## src/rtl/repl_pkg.sv

```systemverilog
// rtl/repl_pkg.sv - shared state enum, age-init rule and victim search helpers for the replacement controller
package repl_pkg;

  localparam int MAX_WAYS  = 64;
  localparam int MAX_WAY_W = 6;

  typedef enum logic {INIT, IDLE} replState_t;

  typedef logic [MAX_WAYS-1:0][MAX_WAY_W-1:0] ageVec_t;

  // Way 0 starts oldest so an untouched set is filled in way order.
  function automatic logic [MAX_WAY_W-1:0] initAge(input int numWays, input int way);
    return MAX_WAY_W'(numWays - 1 - way);
  endfunction

  function automatic logic [MAX_WAY_W-1:0] lowestInvalid(input logic [MAX_WAYS-1:0] validBits);
    lowestInvalid = '0;
    for (int w = MAX_WAYS - 1; w >= 0; w--) begin
      if (!validBits[w]) lowestInvalid = MAX_WAY_W'(w);
    end
  endfunction

  function automatic logic [MAX_WAY_W-1:0] oldestWay(input ageVec_t ages, input int numWays);
    oldestWay = '0;
    for (int w = 0; w < MAX_WAYS; w++) begin
      if (w < numWays && ages[w] == MAX_WAY_W'(numWays - 1)) oldestWay = MAX_WAY_W'(w);
    end
  endfunction

endpackage

```

## src/rtl/repl_victim_sel.sv

```systemverilog
// rtl/repl_victim_sel.sv - combinational victim pick and age touch for one set
module repl_victim_sel
  import repl_pkg::*;
#(
  parameter int NUM_WAYS = 4,
  parameter int WAY_W    = $clog2(NUM_WAYS)
) (
  input  logic [NUM_WAYS-1:0][WAY_W-1:0] ages,
  input  logic [NUM_WAYS-1:0]            validBits,
  input  logic                           touchOverride,
  input  logic [WAY_W-1:0]               overrideWay,
  output logic [WAY_W-1:0]               victimWay,
  output logic                           wasInvalid,
  output logic [NUM_WAYS-1:0][WAY_W-1:0] touchedAges
);

  ageVec_t             agesWide;
  logic [MAX_WAYS-1:0] validWide;
  logic [WAY_W-1:0]    touchWay;

  always_comb begin
    agesWide  = '0;
    validWide = '1;
    for (int w = 0; w < NUM_WAYS; w++) agesWide[w] = MAX_WAY_W'(ages[w]);
    validWide[NUM_WAYS-1:0] = validBits;

    wasInvalid = ~&validBits;
    victimWay  = wasInvalid ? WAY_W'(lowestInvalid(validWide))
                            : WAY_W'(oldestWay(agesWide, NUM_WAYS));
    // Hit path touches the reported way rather than a selected victim.
    touchWay   = touchOverride ? overrideWay : victimWay;

    touchedAges = ages;
    for (int w = 0; w < NUM_WAYS; w++) begin
      if (WAY_W'(w) == touchWay)            touchedAges[w] = '0;
      else if (ages[w] < ages[touchWay])    touchedAges[w] = ages[w] + 1'b1;
    end
  end

endmodule

```

## src/rtl/cache_repl_ctrl.sv

```systemverilog
// rtl/cache_repl_ctrl.sv - per-set FIFO/LRU victim selector; REPL_HIT_UPDATE_EN enables hit-driven LRU updates
module cache_repl_ctrl
  import repl_pkg::*;
#(
  parameter int NUM_WAYS = 4,
  parameter int NUM_SETS = 8,
  parameter int WAY_W    = $clog2(NUM_WAYS),
  parameter int SET_W    = $clog2(NUM_SETS)
) (
  input  logic                clk,
  input  logic                reset,
  output logic                ready,
  input  logic                req_valid,
  input  logic [SET_W-1:0]    req_set,
  input  logic [NUM_WAYS-1:0] req_valid_bits,
  output logic                rsp_valid,
  output logic [WAY_W-1:0]    rsp_way,
  output logic                rsp_was_invalid,
  input  logic                hit_valid,
  input  logic [SET_W-1:0]    hit_set,
  input  logic [WAY_W-1:0]    hit_way
);

  replState_t                     state, stateNext;
  logic [SET_W-1:0]               initPtr;
  logic [NUM_WAYS-1:0][WAY_W-1:0] ageTable [NUM_SETS];

  logic                           accept;
  logic [WAY_W-1:0]               fillWay;
  logic                           fillInvalid;
  logic [NUM_WAYS-1:0][WAY_W-1:0] fillAges;
  logic                           hitEn;
  logic [NUM_WAYS-1:0][WAY_W-1:0] hitAges;

  always_ff @(posedge clk) begin
    if (reset) state <= INIT;
    else       state <= stateNext;
  end

  always_comb begin
    stateNext = state;
    ready     = 1'b0;
    case (state)
      INIT: if (initPtr == SET_W'(NUM_SETS - 1)) stateNext = IDLE;
      IDLE: ready = 1'b1;
    endcase
  end

  assign accept = req_valid && ready;

  always_ff @(posedge clk) begin
    if (reset)              initPtr <= '0;
    else if (state == INIT) initPtr <= initPtr + 1'b1;
  end

  // Table has no reset of its own; the INIT sweep rewrites every set.
  always_ff @(posedge clk) begin
    if (state == INIT) begin
      for (int w = 0; w < NUM_WAYS; w++) ageTable[initPtr][w] <= WAY_W'(initAge(NUM_WAYS, w));
    end else begin
      if (accept) ageTable[req_set] <= fillAges;
      if (hitEn)  ageTable[hit_set] <= hitAges;
    end
  end

  repl_victim_sel #(.NUM_WAYS(NUM_WAYS), .WAY_W(WAY_W)) fillSel (
    .ages          (ageTable[req_set]),
    .validBits     (req_valid_bits),
    .touchOverride (1'b0),
    .overrideWay   ('0),
    .victimWay     (fillWay),
    .wasInvalid    (fillInvalid),
    .touchedAges   (fillAges)
  );

`ifdef REPL_HIT_UPDATE_EN
  logic [WAY_W-1:0] unusedHitWay;
  logic             unusedHitInvalid;

  // A replace to the same set wins; the hit is dropped.
  assign hitEn = hit_valid && ready && !(accept && hit_set == req_set);

  repl_victim_sel #(.NUM_WAYS(NUM_WAYS), .WAY_W(WAY_W)) hitSel (
    .ages          (ageTable[hit_set]),
    .validBits     ('1),
    .touchOverride (1'b1),
    .overrideWay   (hit_way),
    .victimWay     (unusedHitWay),
    .wasInvalid    (unusedHitInvalid),
    .touchedAges   (hitAges)
  );
`else
  logic unusedHit;

  assign hitEn     = 1'b0;
  assign hitAges   = '0;
  assign unusedHit = ^{hit_valid, hit_set, hit_way};
`endif

  always_ff @(posedge clk) begin
    if (reset) begin
      rsp_valid       <= 1'b0;
      rsp_way         <= '0;
      rsp_was_invalid <= 1'b0;
    end else begin
      rsp_valid <= accept;
      if (accept) begin
        rsp_way         <= fillWay;
        rsp_was_invalid <= fillInvalid;
      end
    end
  end

endmodule

```

## config.mk

```make
export PLATFORM = sky130hd
export DESIGN_NAME = cache_repl_ctrl
export DESIGN_NICKNAME = d
export VERILOG_FILES = /design/src/rtl/repl_pkg.sv /design/src/rtl/repl_victim_sel.sv /design/src/rtl/cache_repl_ctrl.sv
export SDC_FILE = /design/constraint.sdc
export NUM_CORES = 1
export LEC_CHECK = 0
export ABC_CLOCK_PERIOD_IN_PS = 5700
export CAP_MARGIN = 20
export CORE_ASPECT_RATIO = 1.75
export CORE_MARGIN = 4
export CORE_UTILIZATION = 30
export DETAILED_ROUTE_END_ITERATION = 7
export SLEW_MARGIN = 30
export SYNTH_ARGS = -nofsm -noshare
export SYNTH_HDL_FRONTEND = slang
export SYNTH_SLANG_ARGS = --single-unit
```

## constraint.sdc

```tcl
create_clock -name clk -period 5.7 [get_ports clk]
set_input_delay 0.855 -clock clk [delete_from_list [all_inputs] [get_ports clk]]
set_output_delay 0.855 -clock clk [all_outputs]
set_load 0.1 [all_outputs]
```

Word-level counts from Yosys, hierarchy flattened --
Memory sizes are Yosys's and may differ from the RTL's. Cells that the tools add are included.
Cells by class: $add $sub $neg 5, $mul 0, divide/modulo/power cells 0, magnitude comparators 5, equality and inequality tests 7, shift-type cells 0, mux-type cells 28, bitwise logic cells 0, reduce and logical (&&, ||, !) cells 5
Operator list (count):
- $mux 2 | 16
- $mux 1 | 9
- $add 2x1->2 const B | 4
- $lt 2x2->1 | 4
- $mux 8 | 1
- $reduce_or 8->1 | 1
- $eq 2x2->1 const B | 3
- $bmux 2 s2 | 1
- $eq 2x2->1 const A | 2
- $reduce_and 4->1 | 1
- $add 3x1->3 const B | 1
- $eq 3x3->1 const B | 1
- $lt 2x3->1 const B | 1
- $mux 3 | 1
- $eq 1x2->1 const A | 1
- $logic_not 2->1 | 1
- $logic_and 1x1->1 | 1
- $logic_not 1->1 | 1
Storage, ports and cells: register bits after elaboration 8, bits in latches 0, memory bits (writable) 64, bits in read-only memories 0, input bits 16, output and inout bits 5, logic and storage cells 56, memories kept 1
Memory list:
- ageTable | words 8, width 8, rd ports 1, clocked after memory_dff 0, write ports 1, line cache_repl_ctrl.sv:26 | logic [NUM_WAYS-1:0][WAY_W-1:0] ageTable [NUM_SETS];

Longest topological paths before layout --
An unclocked memory read counts as a cell.
word-level depth 12, depth in mapped cells 13, gate-level depth less buffers 11

Modules after synthesis --
From an unflattened synthesis, not the netlist that was laid out.
Unflattened totals: cell total of the unflattened synthesis 218, area total of the unflattened synthesis 3482.1 um^2
By module, submodules not included:
- cache_repl_ctrl | times used 1, cells each 155, area each 2980.4 um^2, sequential area each 2082.0 um^2
- repl_victim_sel | times used 1, cells each 63, area each 501.7 um^2, sequential area each 0.0 um^2

Worst setup path before layout --
OpenSTA, ideal clock, no wires.
kind in2reg, start input req_set[0], end memory ageTable[0][2] in the netlist's numbering (data pin), library setup time 0.277 ns, data arrival time 4.153 ns, path slack 1.270 ns, stages on the path 12, path through buf_4 > buf_6 > mux4_2 > nor2_1 > nor2_1 > ha_1 > nand2b_1 > o311ai_1 > mux4_2 > buf_6 > maj3_2 > a2111oi_2
Between the ends: cells in the longest elaborated chain, start to end 12
RTL lines:
- start, declared | line cache_repl_ctrl.sv:14 | input logic [SET_W-1:0] req_set,
- $mem_v2 8x8 (*)
- $eq 2x2->1 | line repl_pkg.sv:26 | if (w < numWays && ages[w] == MAX_WAY_W'(numWays - 1)) oldestWay = MAX_WAY_W'(w);
- $mux 1 | line repl_pkg.sv:26
- $mux 2 (2 in series) | line repl_pkg.sv:26
- $mux 2 | line repl_victim_sel.sv:28 | victimWay = wasInvalid ? WAY_W'(lowestInvalid(validWide))
- $bmux 2 s2 | line repl_victim_sel.sv:36 | else if (ages[w] < ages[touchWay]) touchedAges[w] = ages[w] + 1'b1;
- $mux 2 (implied by the code) | line repl_victim_sel.sv:36
- $lt 2x2->1 | line repl_victim_sel.sv:36
- $mux 2 | line repl_victim_sel.sv:36
- $mux 2 (*) | line repl_victim_sel.sv:35 | if (WAY_W'(w) == touchWay) touchedAges[w] = '0;
- $mux 8 (no source line) (*)
- end, declared | line cache_repl_ctrl.sv:26
Mark *: on every way between the ends. The rest lies on a longest branch, timed or not. The select of a mux whose other input is x is not followed.

Worst setup path after layout --
start input req_set[1], end memory ageTable[1][5] in the netlist's numbering (data pin)
Same word-level chain as after synthesis.

==> out/summary.txt <==
run status = complete, no violations
largest net degree at the start of global routing = 25
CP top delay family = simple AND/OR/NAND/NOR gates
Max clock buf depth = 2
cell area after synthesis = 3400 µm²
HPWL after detailed placement = 5.45 mm
crit path kind = in -> reg
routability congestion estimate = 0.792
initial antenna violation count = 0
Yosys reg bits = 72
First-pass DRT Iterations = 4
Worst Hold Class = reg -> reg
Reg clk slew, reported paths = 60 ps
Final Hold Viols = 0
placed cell areas = 3680 µm²
Num CTS Buffers = 9
# fillers = 1,087
Fmax achieved = 198 MHz
number of flops mapped to enable cells by yosys = 64
Post-CTS Hold Fix Bufs = 0
post-route ant nets = 0
die height = 149 µm
Max-Cap Viols = 0
unrepaired setup endpoints after global routing = false
setup bufs post-CTS = 0
GRT Util Overall = 0.117
setup violators final = 0
Worst Skew = 10.6 ps
Period Utilization, post-route = 0.887
Mapped Cells = 247
Crit-path slowest cell = nor4_2
design area = 4020 µm²
H-tree depth = 3
synth warn = 0
Rel. slew slack = 0.345
CTS tree = built
Seq/Total Area, Yosys = 0.612
Worst Path Arrival = 5090 ps
Wirelength per Cell = 17.9 µm
critical path peak fanout = 9
Reg2Reg Depth = 10
CTS Root Cell = clkbuf_16
Hold EP = rsp_way[1]$_SDFFE_PP0P_
cells along the critical path = clkdlybuf4s50_1 -> nor2b_1 -> a22oi_1 -> o221ai_1 -> inv_1 -> ha_1 -> nor2_1 -> a31o_2 -> nor4b_1 -> buf_4 -> nor4_2 -> nor4_1 -> nor3_1
P_leak = 1.34 nW
clock sinks = 72
Hold Path Depth = 2
Placement Rows = 51
Hold WS = 478 ps
net count after synthesis = 268
gr ovfl total = 0
Register-to-Register Setup Slack = 1790 ps
Hold Path Origin = rsp_way[1]$_SDFFE_PP0P_
port bufs = 14
worst-skew pair later-pin latency = 330 ps
final net count = 291
worst reg2reg path endpoint = ageTable[1][5]$_DFFE_PP_
layout cells sized above 1 = 0.135
post-CTS sizing = 0
worst IR drop on VDD = 0.156 mV
core region area = 11,100 µm²
Power Density = 337 nW/µm²
Final Max Tran Viols = 0
Crit. End Element = flop
I/O pin count = 21
reg2reg start = ageTable[3][2]$_DFFE_PP_
die area = 13,200 µm²
WP buf/inv = 3
area growth from synthesis to layout = 18.1%
average cell area after synthesis = 13.8 µm²
DR iter-0 viols = 127
setup_tns = 0 ps
Primary FF master, synth = edfxtp_1
n_diodes = 0
actual slew at the worst max-slew pin = 979 ps
vias in the first global route = 2,190
Vias per Instance = 5.22
post-layout minimum cycle time = 5060 ps
Async SR Flop Fraction = 0
Synth cell types = 57
Final Total Pwr = 1.35 mW
first-pass GRT wire length = 11.3 mm
startpoint types = input pin
Detailed Route WL = 7.29 mm
WP data required = 5730 ps
Via Count = 2,124
Starting Density = 0.307
die width = 88.5 µm
Slowest Stage Delay on Critical Path = 700 ps
drt drc = 0
layout make-up:
cell class / count / area, µm² / share of cell area
Clock buffer: 9 / 225 / 0.0560
Sequential cell: 72 / 2080 / 0.518
Inverter: 4 / 15.0 / 0.00373
Multi-Input combinational cell: 158 / 1200 / 0.300
Tap cell: 132 / 165 / 0.0411
Timing Repair Buffer: 25 / 218 / 0.0542
Clock inverter: 7 / 110 / 0.0274
power by group:
group          internal [mW]  switching [mW]  total (mW)
clock network          0.423           0.204       0.627
registers              0.588         0.00593       0.594
logic                 0.0509          0.0810       0.132
total                   1.06           0.291        1.35
synthesized netlist by cell type (5+ instances only):
cell	instances	share of area
dfxtp_1	8	0.047
a22oi_1	6	0.013
buf_6	6	0.020
nand2_1	11	0.012
edfxtp_1	64	0.56
mux2_1	5	0.017
ha_1	5	0.018
nor2b_1	6	0.011
nor2_1	30	0.033
mux2i_1	25	0.074
nor3_1	7	0.010
registers in the layout, summed over array words and instances (netlist names):
| name | flops |
|---|---|
| ageTable | 64 |
| initPtr | 3 |
| rsp_valid | 1 |
| rsp_was_invalid | 1 |
| rsp_way | 2 |
| state | 1 |
cell usage in the layout (no fill, tap or decap), types with 2 or more instances in the layout:
cell type / netlist / final
clkinv_1: 0 / 2
o21ai_0: 3 / 3
a22o_1: 4 / 4
a21oi_1: 4 / 4
a22oi_1: 6 / 6
nor2b_1: 6 / 6
edfxtp_1: 64 / 64
mux2_1: 5 / 5
nor3_1: 7 / 7
o21a_1: 2 / 2
a2111oi_0: 2 / 2
nor4_1: 3 / 3
bufinv_16: 0 / 3
nand4_1: 2 / 2
inv_1: 4 / 4
ha_1: 5 / 5
dfxtp_1: 8 / 8
nand2_1: 11 / 11
nand2b_1: 3 / 3
a31oi_1: 2 / 2
o221ai_1: 3 / 3
nor2_1: 30 / 30
clkbuf_16: 0 / 9
mux4_2: 4 / 4
o31ai_1: 2 / 2
clkdlybuf4s50_1: 0 / 13
mux2i_1: 25 / 25
buf_4: 2 / 11
layer usage:
metal | vias up | part of all wire | track usage
met2 | 38 | 0.58 | 0.219
li1 | 1018 | - | -
met5 | - | 0 | 0
met1 | 1052 | 0.36 | 0.114
met3 | 16 | 0.023 | 0.0193
met4 | 0 | 0.030 | 0.0734
worst max path at each step:
stage,slack [ps],start,end,cells after the start
4_1_cts,580,req_set[1],ageTable[7][5]$_DFFE_PP_,13
6_report,640,req_set[1],ageTable[1][5]$_DFFE_PP_,13
3_3_place_gp,350,req_set[1],ageTable[6][5]$_DFFE_PP_,13
3_5_place_dp,240,req_set[1],ageTable[7][5]$_DFFE_PP_,13
5_1_grt,270,req_set[1],ageTable[0][5]$_DFFE_PP_,13
2_1_floorplan,1270,req_set[0],ageTable[0][2]$_DFFE_PP_,12
worst register-to-register path: cells and delay by family, from the launching register on:
kind	cells	cell delay, ps
buf+inv	1	180
compound gates	2	730
flops	1	360
mux	1	310
simple gates	5	1810
fa+ha+maj	1	230
cells by family (layout without fill, tap and decap cells):
group	count (synthesis)	after routing	synth area share
AOI/OAI and AO/OA	45	45	0.107
xor gates and xnor gates	1	1	0.00257
adders and majority gates	7	7	0.0246
buffers and inverters	17	45	0.0345
DFF	72	72	0.612
muxes	35	35	0.120
and+or+nand+nor	70	70	0.100
per-stage QoR:
stage	util	worst slack, ps	instances
floorplan	-	1270	247
global placement	0.332	352	391
detailed placement	0.332	237	391
CTS	0.362	576	407
global route	0.362	274	407
finish	0.362	641	407
Note: power is estimated with default switching activity, not from simulation.
